**src/rtl/ascon_pack.sv**
```systemverilog
// rtl/ascon_pack.sv - shared types and constants for the ASCON permutation control
package ascon_pack;

    typedef enum logic [1:0] {
        IDLE = 2'd0,
        RUN  = 2'd1,
        DONE = 2'd2
    } type_perm_fsm;

    localparam logic [3:0] LAST_ROUND    = 4'd11;
    localparam int         NB_ROUNDS_MAX = 12;

    // p^n always ends on LAST_ROUND, so it starts NB_ROUNDS_MAX-n rounds in.
    function automatic logic [3:0] first_round(input int nb_rounds);
        return 4'(NB_ROUNDS_MAX - nb_rounds);
    endfunction

endpackage

```
**src/rtl/round_counter.sv**
```systemverilog
// rtl/round_counter.sv - loadable round-index counter that saturates at LAST_ROUND
module round_counter
    import ascon_pack::*;
(
    input  logic       clock_i,
    input  logic       resetb_i,
    input  logic       load_i,
    input  logic [3:0] load_val_i,
    input  logic       inc_i,
    output logic [3:0] count_o,
    output logic       last_o
);

    logic [3:0] count_q;
    logic [3:0] count_d;

    always_comb begin
        count_d = count_q;
        if (load_i) begin
            count_d = load_val_i;
        end else if (inc_i && (count_q != LAST_ROUND)) begin
            count_d = count_q + 4'd1;
        end
    end

    always_ff @(posedge clock_i or negedge resetb_i) begin
        if (!resetb_i) begin
            count_q <= 4'd0;
        end else begin
            count_q <= count_d;
        end
    end

    assign count_o = count_q;
    assign last_o  = (count_q == LAST_ROUND);

endmodule

```
**src/rtl/permutation_sequencer.sv**
```systemverilog
// rtl/permutation_sequencer.sv - sequences the ASCON datapath through p^a or p^b rounds
module permutation_sequencer
    import ascon_pack::*;
#(
    parameter int ROUNDS_A = 12,
    parameter int ROUNDS_B = 8
) (
    input  logic       clock_i,
    input  logic       resetb_i,
    input  logic       start_i,
    input  logic       sel_pb_i,
    input  logic       stall_i,
    output logic       ready_o,
    output logic       init_p_o,
    output logic       enable_p_o,
    output logic [3:0] round_p_o,
    output logic       done_o,
    output logic       state_valid_o
);

    if ((ROUNDS_A < 1) || (ROUNDS_A > NB_ROUNDS_MAX) ||
        (ROUNDS_B < 1) || (ROUNDS_B > NB_ROUNDS_MAX)) begin : g_bad_rounds
        $fatal(1, "permutation_sequencer: ROUNDS_A/ROUNDS_B must be in 1..12");
    end

    type_perm_fsm state_q;
    type_perm_fsm state_d;
    logic         first_q;
    logic         first_d;
    logic         valid_q;
    logic         valid_d;

    logic         cnt_load;
    logic [3:0]   cnt_load_val;
    logic         cnt_inc;
    logic [3:0]   cnt_value;
    logic         cnt_last;

    round_counter u_round_counter (
        .clock_i    (clock_i),
        .resetb_i   (resetb_i),
        .load_i     (cnt_load),
        .load_val_i (cnt_load_val),
        .inc_i      (cnt_inc),
        .count_o    (cnt_value),
        .last_o     (cnt_last)
    );

    always_comb begin
        state_d      = state_q;
        first_d      = first_q;
        valid_d      = valid_q;
        cnt_load     = 1'b0;
        cnt_load_val = first_round(ROUNDS_A);
        cnt_inc      = 1'b0;
        case (state_q)
            IDLE: begin
                if (start_i) begin
                    cnt_load     = 1'b1;
                    cnt_load_val = sel_pb_i ? first_round(ROUNDS_B) : first_round(ROUNDS_A);
                    first_d      = 1'b1;
                    valid_d      = 1'b0;
                    state_d      = RUN;
                end
            end
            RUN: begin
                // A stalled cycle freezes counter, first flag and state together.
                if (!stall_i) begin
                    first_d = 1'b0;
                    if (cnt_last) begin
                        state_d = DONE;
                    end else begin
                        cnt_inc = 1'b1;
                    end
                end
            end
            DONE: begin
                valid_d = 1'b1;
                state_d = IDLE;
            end
            default: begin
                state_d = IDLE;
            end
        endcase
    end

    always_ff @(posedge clock_i or negedge resetb_i) begin
        if (!resetb_i) begin
            state_q <= IDLE;
            first_q <= 1'b0;
            valid_q <= 1'b0;
        end else begin
            state_q <= state_d;
            first_q <= first_d;
            valid_q <= valid_d;
        end
    end

    assign ready_o       = (state_q == IDLE);
    assign init_p_o      = (state_q == RUN) && first_q && !stall_i;
    assign enable_p_o    = (state_q == RUN) && !stall_i;
    assign round_p_o     = cnt_value;
    assign done_o        = (state_q == DONE);
    assign state_valid_o = valid_q;

endmodule
```
**config.mk**
```make
export PLATFORM = sky130hd
export DESIGN_NAME = permutation_sequencer
export DESIGN_NICKNAME = d
export VERILOG_FILES = /design/src/rtl/ascon_pack.sv /design/src/rtl/round_counter.sv /design/src/rtl/permutation_sequencer.sv
export SDC_FILE = /design/constraint.sdc
export NUM_CORES = 1
export LEC_CHECK = 0
export CORE_AREA = 3 3 40 42
export CTS_BUF_LIST = sky130_fd_sc_hd__clkbuf_8
export CTS_CLUSTER_SIZE = 8
export DETAILED_ROUTE_END_ITERATION = 6
export DIE_AREA = 0 0 43 45
export PLACE_DENSITY = 0.63
export SYNTH_ARGS = -nofsm -noshare
export SYNTH_HDL_FRONTEND = slang
export SYNTH_SLANG_ARGS = --single-unit
```
**constraint.sdc**
```tcl
create_clock -name clock_i -period 1.8 [get_ports clock_i]
set_input_delay 0.36 -clock clock_i [delete_from_list [all_inputs] [get_ports clock_i]]
set_output_delay 0.36 -clock clock_i [all_outputs]
set_load 0.02 [all_outputs]
```
**Yosys cells after proc, flatten, opt, wreduce, memory -nomap -nowiden**

Index checks and enable logic that the tools add are counted.
Widths: inputs -> output; s select.

- Add/subtract/negate cells: 1
- Equality and inequality tests: 7
- Multiplexer cells: 19
- Reductions and logical operators: 12

Operators by type and width:

| kind | count |
|---|---|
| $mux 3 | 3 |
| $mux 1 | 8 |
| $mux 4 | 2 |
| $mux 2 | 3 |
| $ne 2x2->1 const B | 3 |
| $reduce_and 3->1 | 2 |
| $reduce_bool 2->1 | 3 |
| $add 4x1->4 const B | 1 |
| $eq 4x4->1 const B | 1 |
| $logic_and 1x1->1 | 4 |
| $ne 4x4->1 const B | 1 |
| $pmux 1 s2 | 2 |
| $pmux 2 s2 | 1 |
| $eq 2x1->1 const B | 1 |
| $eq 2x2->1 const B | 1 |
| $logic_not 2->1 | 1 |
| $reduce_and 2->1 | 1 |
| $logic_not 1->1 | 1 |

- Bits in registers: 8
- Bits of input ports: 5

**Logic depth before layout (Yosys ltp)**

Gate-level depths: netlist (run 1).

- Word-level depth: 7
- Gate-level depth with buffers: 4
- Gate-level depth less buffers: 4

**By module**

Synthesis (run 1) repeated with hierarchy kept, for this count alone.

- Cell total of the unflattened synthesis: 48
- Area total of the unflattened synthesis: 461.7 um^2

Modules (own cells, without submodules):

| module | instances | cells each | area an instance (um^2) | seq. area each (um^2) |
|---|---|---|---|---|
| round_counter | 1 | 24 | 242.7 | 100.1 |
| permutation_sequencer | 1 | 24 | 219.0 | 100.1 |

**Worst setup path after synthesis (run 1)**

No wires, ideal clock.

- Path type: flip-flop to output port
- Start point: register state_q[1]
- End point: output init_p_o
- Arrival time: 1146 ps
- Data required time: 1440 ps
- Setup slack: 294 ps
- Stages on the path, launching flop included: 4
- Cells stage by stage: dfrtp_1 > or3b_4 > clkinv_4 > and2_1

- Cells in the longest elaborated chain, start to end: 3

RTL lines:

| element | RTL line | text |
|---|---|---|
| from (decl) | permutation_sequencer.sv:26 | `type_perm_fsm state_q;` |
| from (signal assigned) | permutation_sequencer.sv:93 | `state_q <= state_d;` |
| $eq 2x1->1 | permutation_sequencer.sv:100 | `assign init_p_o = (state_q == RUN) && first_q && !stall_i;` |
| $logic_and 1x1->1 (2 in a row) | permutation_sequencer.sv:100 |  |
| to (decl) | permutation_sequencer.sv:14 | `output logic init_p_o,` |

Every way passes these cells.

**Worst setup path in the final report (run 1)**

- Start point: register u_round_counter.count_q[2] (netlist: u_round_counter.count_o[2])
- End point: output round_p_o[2]

RTL lines:

| element | RTL line | text |
|---|---|---|
| from (decl) | round_counter.sv:14 | `logic [3:0] count_q;` |
| from (signal assigned) | round_counter.sv:30 | `count_q <= count_d;` |
| to (decl) | permutation_sequencer.sv:16 | `output logic [3:0] round_p_o,` |

No word-level cell between the ends.

==> flow_metrics.env, run 1 <==
export IMPL_start_kind="flop"
export IMPL_min_period_ns=1.65
export IMPL_cts_sinks=8
export IMPL_avgSynthCellArea_um2=10.9
export IMPL_crit_fanout=5
export IMPL_drive_above_1_share_pct=25.5
export IMPL_row_count=13
export IMPL_drt_first_pass_iters=4
export IMPL_core_um2=1280
export IMPL_cts_max_path_buffers=2
export IMPL_synth_seq_cells=8
export IMPL_final_cell_mix="dfrtp_1, clkdlybuf4s50_1, nand2_1"
export IMPL_setup_viol=0
export IMPL_slowest_delay_ns=0.64
export IMPL_grt_pass1_wl_um=1360
export IMPL_r2r_start="state_q[0]"
export IMPL_post_cts_setup_buffers=0
export IMPL_rsz0062_at_grt="no"
export IMPL_ios=14
export IMPL_io_buffers=13
export IMPL_vias=325
export IMPL_relSlewSlack_pct=74.5
export IMPL_htree_levels=1
export IMPL_slew_violations=0
export IMPL_cts_clk_slew_worst_paths_ns=0.04
export IMPL_drt_iter0_markers=7
export IMPL_hp_class="in2async"
export IMPL_grt_max_degree=9
export IMPL_start_util_pct=30.7
export IMPL_area_growth_pct=54.6
export IMPL_grt_pass1_vias=309
export IMPL_gp_congestion=0.729
export IMPL_hpwlAfterDp_um=650
export IMPL_synth_cell_type_count=21
export IMPL_diodes=0
export IMPL_status="complete, no violations"
export IMPL_hold_ws_ns=0.419
export IMPL_cts_buffers_inserted=3
export IMPL_synth_area_um2=394
export IMPL_layout_setup_ws_ns=0.147
export IMPL_required_ns=1.44
export IMPL_critical_path_buf_inv_count=1
export IMPL_ys_warnings_count=0
export IMPL_wl_per_cell_um=12.1
export IMPL_grt_overflow=0
export IMPL_clk_insertion_delay_late_ns=0.23
export IMPL_dieArea_um2=1940
export IMPL_ir_worst_vdd_mv=0.681
export IMPL_n_fill_cell=128
export IMPL_p_leak_nw=0.326
export IMPL_postLayoutCellArea_um2=609
export IMPL_crit_arrival_ns=1.29
export IMPL_critPathKind="reg2out"
export IMPL_p_per_area_nw_per_um2=1640
export IMPL_fin_tns_setup_ns=0
export IMPL_cp_end_kind="output port"
export IMPL_period_share_pct=91.8
export IMPL_drc=0
export IMPL_crit_family="buffers and inverters"
export IMPL_finalHoldViolations=0
export IMPL_nets=63
export IMPL_grt_usage_pct=10.6
export IMPL_root_buffer="clkbuf_8"
export IMPL_worst_path_max_delay_cell="clkdlybuf4s50_1"
export IMPL_cts_tree="yes"
export IMPL_die_y_um=45
export IMPL_syn_nets=42
export IMPL_worst_pin_slew_ns=0.382
export IMPL_place_ws_ns=-0.521
export IMPL_maxCapViolCount=0
export IMPL_synthCells=36
export IMPL_crit_chain="clkdlybuf4s50_1"
export IMPL_antenna_found_initial=0
export IMPL_finalWirelength_um=850
export IMPL_final_util_pct=47.4
export IMPL_seq_area_frac_synth_pct=50.8
export IMPL_via_per_inst=4.64
export IMPL_dpl_cell_area_um2=569
export IMPL_detail_route_antenna_nets=0
export IMPL_finClkSkew_ns=0.00415
export IMPL_die_w_um=43
export IMPL_fmax_mhz=605
export IMPL_critPathLaunch="u_round_counter.count_o[2]"
==> sequential cells by signal (all words and copies together), names as in the netlist <==
register / count
state_valid_o: 1
first_q: 1
u_round_counter.count_o: 4
state_q: 2
==> synth_stat cells <==
library cell	count	area share (%)
ha_1	1	3.2
inv_1	1	0.95
clkbuf_1	1	0.95
a211oi_1	1	1.9
a21o_1	1	1.9
or3b_1	1	2.2
o221a_2	1	2.9
nand2_1	5	4.8
dfrtp_1	8	51
and2b_1	1	1.9
a31o_1	1	2.2
clkinv_4	1	2.2
nor2_1	4	3.8
nand3b_1	1	1.9
mux2i_1	2	5.1
nand4_2	1	3.2
or3b_4	1	2.9
xor2_1	1	2.2
and2_1	1	1.6
and3_1	1	1.6
o211ai_1	1	1.9
==> cell families after synthesis <==
logic type,share of synthesized area [%]
compound gates,10.8
fa+ha+maj,3.17
simple gates,23.8
buf+inv,4.13
flops,50.8
xor+xnor,2.22
mux,5.08
==> stage by stage <==
stage | total power [mW] | std cells
after floorplan | 0.583 | 36
after detailed placement | 0.797 | 67
after global routing | 1.07 | 70
final | 0.999 | 70
after global placement | 0.788 | 67
after CTS | 1.01 | 70
==> report_power, final <==
group          switching (mW)  leakage [nW]  total, mW  internal, mW
Combinational           0.216         0.206      0.462         0.246
Clock                  0.0701        0.0216      0.215         0.145
Sequential             0.0722        0.0985      0.322         0.249
Total                   0.358         0.326      0.999         0.641
==> layout make-up <==
| type | count | area [um^2] | share of cell area, % |
|---|---|---|---|
| multi-input combinational | 25 | 180 | 29.6 |
| timing repair buffer | 17 | 156 | 25.7 |
| tap | 15 | 18.8 | 3.08 |
| clock buffer | 3 | 41.3 | 6.78 |
| sequential | 8 | 200 | 32.9 |
| inverter | 2 | 12.5 | 2.05 |
==> per-layer routing <==
metal  track usage, %  up-vias  wire [um]
met3             4.78        5         41
met1             12.6      145        411
li1                 -      166          -
met5                0        -          0
met2             14.4        9        369
met4             9.04        0         28
==> final timing paths <==
check	to	slack, ns	cells after the start
worst max-delay path	round_p_o[2]	0.15	1
worst min-delay path	u_round_counter.count_o[2]	0.42	1
worst max register to register	u_round_counter.count_o[2]	0.36	3
worst min register to register	first_q	0.47	2
max in group asynchronous	u_round_counter.count_o[0]	1.10	1
min in group clock_i	first_q	0.47	2
==> timing repair <==
item / CTS / global route
resized for setup: 11 / 3
hold buffers: 0 / 0
hold endpoints to repair: 0 / 0
endpoints found under the setup margin: 4 / 1
pin swaps: 0 / 1
Note: power is estimated with default switching activity, not from simulation.
==> run 2: changes to the inputs <==
DONT_BUFFER_PORTS = 1   (was unset)
PLACE_DENSITY = 0.49   (was 0.63)
==> run 2 against run 1 <==
  * Critical path depth is 2 higher
  * Critical endpoint is now init_p_o
  * Cell count is 21% lower
  * Clock power about the same
  * Combinational power is 41% lower
==> flow_metrics.env, run 2 (synthesis results as in run 1) <==
export IMPL_p_comb_share_pct=31.8
export IMPL_p_per_area_nw_per_um2=1830
export IMPL_power_frac_seq_pct=43.3
export IMPL_multi_input_area_um2=179
export IMPL_crit_fanout=6
export IMPL_p_leak_nw=0.245
export IMPL_p_int_mw=0.524
export IMPL_finalHoldViolations=0
export IMPL_drc=0
export IMPL_cts_max_path_buffers=2
export IMPL_r2r_slack_ns=0.38
export IMPL_critPathLaunch="state_q[0]"
export IMPL_hpwlAfterDp_um=617
export IMPL_worst_path_max_delay_cell="or3b_4"
export IMPL_period_share_pct=96.8
export IMPL_clk_insertion_delay_late_ns=0.23
export IMPL_status="complete, no violations"
export IMPL_swShare_pct=39.0
export IMPL_ios=14
export IMPL_p_sw_mw=0.334
export IMPL_diodes=0
export IMPL_total_power_mw=0.858
export IMPL_gp_congestion=0.748
export IMPL_vias=280
export IMPL_io_buffers=0
export IMPL_hold_ws_ns=0.315
export IMPL_required_ns=1.44
export IMPL_maxCapViolCount=0
export IMPL_hp_class="in2reg"
export IMPL_clkPwrFrac_pct=25.0
export IMPL_row_count=13
export IMPL_start_util_pct=30.7
export IMPL_cts_tree="yes"
export IMPL_cp_end_kind="output port"
export IMPL_finalWirelength_um=774
export IMPL_finClkSkew_ns=0.00329
export IMPL_grt_usage_pct=9.98
export IMPL_detail_route_antenna_nets=0
export IMPL_seqCellArea_um2=200
export IMPL_setup_viol=0
export IMPL_drt_first_pass_iters=3
export IMPL_slew_violations=0
export IMPL_cts_sinks=8
export IMPL_area_growth_pct=19.0
export IMPL_via_per_inst=5.09
export IMPL_htree_levels=1
export IMPL_fmax_mhz=574
export IMPL_grt_max_degree=9
export IMPL_cts_clk_slew_worst_paths_ns=0.04
export IMPL_cts_buffers_inserted=3
export IMPL_wl_per_cell_um=14.1
export IMPL_nets=48
export IMPL_n_fill_cell=132
export IMPL_largest_reg_flops=4
export IMPL_postLayoutCellArea_um2=469
export IMPL_crit_chain="or3b_4 > clkinv_4 > and2_2"
export IMPL_rsz0062_at_grt="no"
export IMPL_min_period_ns=1.74
export IMPL_dpl_cell_area_um2=417
export IMPL_core_um2=1280
export IMPL_root_buffer="clkbuf_8"
export IMPL_final_util_pct=36.5
export IMPL_fin_tns_setup_ns=0
export IMPL_antenna_found_initial=0
export IMPL_die_y_um=45
export IMPL_final_cell_mix="dfrtp_1, nand2_1, nor2_1"
export IMPL_drive_above_1_share_pct=22.5
export IMPL_layout_cells_most_common="dfrtp_1"
export IMPL_relSlewSlack_pct=74.1
export IMPL_grt_pass1_wl_um=1290
export IMPL_timing_critical_path_to="init_p_o"
export IMPL_critPathKind="reg2out"
export IMPL_die_w_um=43
export IMPL_ir_worst_vdd_mv=0.642
export IMPL_ff2ff_path_depth=4
export IMPL_slowest_delay_ns=0.44
export IMPL_grt_pass1_vias=287
export IMPL_r2r_start="u_round_counter.count_o[1]"
export IMPL_r2r_end="u_round_counter.count_o[1]"
export IMPL_worst_pin_slew_ns=0.387
export IMPL_grt_overflow=0
export IMPL_dieArea_um2=1940
export IMPL_crit_arrival_ns=1.38
export IMPL_start_kind="flop"
export IMPL_drt_iter0_markers=2
==> run 2: changes by cell type in the layout (fill, tap and decap cells not counted) <==
cell / previous run / this run
and2_4: 1 / 0
dlygate4sd2_1: 2 / 0
and2_2: 0 / 1
buf_4: 4 / 1
buf_2: 1 / 0
dlymetal6s2s_1: 1 / 0
dlygate4sd3_1: 0 / 1
buf_6: 1 / 0
clkdlybuf4s50_1: 8 / 0
==> run 2: metal layers <==
metal / track usage, % / vias to the layer above / wire, um
met5: 0 / - / 0
met4: 9.04 / 0 / 25
met3: 5.98 / 3 / 62
met2: 13.5 / 11 / 349
met1: 10.8 / 129 / 336
li1: - / 137 / -
==> run 2: final cells by class <==
cell class	count	area share, %
Sequential cell	8	42.7
Multi-Input combinational cell	25	38.1
Clock buffer	3	8.80
Tap cell	15	4.00
Timing Repair Buffer	2	3.73
Inverter	2	2.67
==> run 2: worst max-delay path, delay by kind of cell, from the launching register on <==
kind	cells	cell delay, ns
simple gates	2	0.65
flops	1	0.40
buf+inv	1	0.10
==> run 2: metrics by stage <==
| stage | worst slack [ns] | cells |
|---|---|---|
| after global routing | 0.00549 | 55 |
| after global placement | 0.262 | 51 |
| final | 0.0579 | 55 |
| after CTS | 0.00176 | 55 |
| after floorplan | 0.294 | 36 |
| after detailed placement | 0.252 | 51 |
==> run 2: what timing repair did <==
action | CTS | global route
hold buffers | 1 | 0
setup endpoints to repair | 0 | 1
endpoints found under the hold margin | 8 | 0
buffers inserted | 0 | 0
gates resized for setup | 0 | 1
==> run 2: power groups by stage <==
stage | Sequential, mW | Combinational (mW) | Clock [mW]
2_1_floorplan | 0.380 | 0.203 | 0
3_3_place_gp | 0.375 | 0.269 | 0
3_5_place_dp | 0.377 | 0.272 | 0
4_1_cts | 0.376 | 0.278 | 0.223
5_1_grt | 0.387 | 0.308 | 0.232
6_report | 0.371 | 0.273 | 0.214
==> run 2: how the worst min path moves through the flow <==
stage	depth (start not counted)	start	to	slack, ns
floorplan	0	resetb_i	first_q	0.06
global placement	0	resetb_i	u_round_counter.count_o[2]	0.06
detailed placement	0	resetb_i	u_round_counter.count_o[2]	0.06
CTS	2	start_i	state_q[0]	0.32
global route	1	sel_pb_i	u_round_counter.count_o[2]	0.33
finish	2	start_i	state_q[0]	0.32
==> run 3: changes to the inputs <==
CTS_CLUSTER_SIZE = 28   (was 8)
MAX_ROUTING_LAYER = met4   (was unset)
==> run 3 against run 2 <==
  * First-iteration DRC count unchanged
  * Worst setup slack about the same
  * Hold slack about the same
  * Critical endpoint unchanged
  * Wire length up 0.39%
  * Global-route usage up 0.30 points
  * Flip-flop and latch count unchanged
==> flow_metrics.env, run 3 (synthesis results as in run 1) <==
export IMPL_status="complete, no violations"
export IMPL_nets=48
export IMPL_start_kind="flop"
export IMPL_drc=0
export IMPL_detail_route_antenna_nets=0
export IMPL_hp_class="in2reg"
export IMPL_wl_per_cell_um=14.1
export IMPL_place_inst=51
export IMPL_cp_end_kind="output port"
export IMPL_dieArea_um2=1940
export IMPL_final_cell_mix="dfrtp_1, nand2_1, nor2_1"
export IMPL_rsz0062_at_grt="no"
export IMPL_p_per_area_nw_per_um2=1830
export IMPL_htree_levels=1
export IMPL_cts_sinks=8
export IMPL_hold_ws_ns=0.315
export IMPL_relSlewSlack_pct=74.1
export IMPL_largest_reg_flops=4
export IMPL_diodes=0
export IMPL_grt_max_degree=9
export IMPL_ir_worst_vdd_mv=0.642
export IMPL_layout_cells_most_common="dfrtp_1"
export IMPL_setup_viol=0
export IMPL_grt_pass1_vias=286
export IMPL_vias=282
export IMPL_area_growth_pct=19.0
export IMPL_cts_max_path_buffers=2
export IMPL_clk_insertion_delay_late_ns=0.23
export IMPL_start_util_pct=30.7
export IMPL_grt_pass1_wl_um=1290
export IMPL_crit_fanout=6
export IMPL_io_buffers=0
export IMPL_required_ns=1.44
export IMPL_crit_chain="or3b_4 > clkinv_4 > and2_2"
export IMPL_ff2ff_path_depth=4
export IMPL_grt_overflow=0
export IMPL_finalWirelength_um=777
export IMPL_drive_above_1_share_pct=22.5
export IMPL_finalHoldViolations=0
export IMPL_gp_congestion=0.757
export IMPL_slowest_delay_ns=0.44
export IMPL_die_y_um=45
export IMPL_final_cells=55
export IMPL_p_leak_nw=0.245
export IMPL_slew_violations=0
export IMPL_ios=14
export IMPL_finClkSkew_ns=0.00329
export IMPL_fmax_mhz=574
export IMPL_cts_tree="yes"
export IMPL_worst_pin_slew_ns=0.387
export IMPL_maxCapViolCount=0
export IMPL_min_period_ns=1.74
export IMPL_cts_buffers_inserted=3
export IMPL_crit_arrival_ns=1.38
export IMPL_antenna_found_initial=0
export IMPL_hpwlAfterDp_um=617
export IMPL_grt_usage_pct=10.3
export IMPL_core_um2=1280
export IMPL_root_buffer="clkbuf_8"
export IMPL_cts_clk_slew_worst_paths_ns=0.04
export IMPL_via_per_inst=5.13
export IMPL_period_share_pct=96.8
export IMPL_row_count=13
export IMPL_die_w_um=43
export IMPL_drt_first_pass_iters=3
export IMPL_fin_tns_setup_ns=0
export IMPL_post_cts_setup_buffers=0
export IMPL_critPathKind="reg2out"
export IMPL_worst_path_max_delay_cell="or3b_4"
export IMPL_holdPathStages=2
export IMPL_drt_iter0_markers=2
run 3: cell counts in the layout (fill, tap and decap cells not counted):
No cell type changed its count.
run 3: repair_timing:
| item | CTS | global route |
|---|---|---|
| hold buffers | 1 | 0 |
| hold endpoints to repair | 8 | 0 |
| setup endpoints to repair | 0 | 1 |
| gates resized for setup | 0 | 1 |
run 3: stage by stage:
stage | utilization (%) | power (mW) | cell area [um^2] | setup slack (ns)
4_1_cts | 36.4 | 0.877 | 468 | 0.00176
2_1_floorplan | - | 0.583 | 394 | 0.294
6_report | 36.5 | 0.858 | 469 | 0.0581
3_5_place_dp | 32.4 | 0.649 | 417 | 0.252
3_3_place_gp | 32.4 | 0.644 | 417 | 0.262
5_1_grt | 36.5 | 0.927 | 469 | 0.00548
run 3: critical path: cells and delay by family (launching register included):
kind / cells / cell delay, ns
and+or+nand+nor: 2 / 0.65
DFF: 1 / 0.40
buffers and inverters: 1 / 0.10
run 3: path summary, 6_finish.rpt:
kind | startpoint | end | slack (ns)
min in group asynchronous | resetb_i | state_q[0] | 0.49
worst min register to register | first_q | first_q | 0.47
max in group asynchronous | resetb_i | u_round_counter.count_o[0] | 1.04
worst max register to register | u_round_counter.count_o[1] | u_round_counter.count_o[1] | 0.38
worst min-delay path | start_i | state_q[0] | 0.32
worst max-delay path | state_q[0] | init_p_o | 0.06
run 3: cell type report:
cell class | instances | area [um^2]
Sequential cell | 8 | 200
Multi-Input combinational cell | 25 | 179
Clock buffer | 3 | 41.3
Fill cell | 132 | 816
Tap cell | 15 | 18.8
Timing Repair Buffer | 2 | 17.5
Inverter | 2 | 12.5
run 3: power by group:
group | leakage [nW] | internal, mW | switching [mW]
registers | 0.0985 | 0.249 | 0.123
logic | 0.125 | 0.130 | 0.142
clock network | 0.0216 | 0.145 | 0.0693
total | 0.245 | 0.524 | 0.334
run 3: routing by layer:
layer  part of all wire [%]  GRT usage [%]  wire length, um  vias up
met5                      0              -                0        -
met4                    4.0           9.04               31        0
met3                    8.2           5.98               64        5
met2                     44           13.5              345       11
met1                     43           10.8              336      129
li1                       -              -                -      137
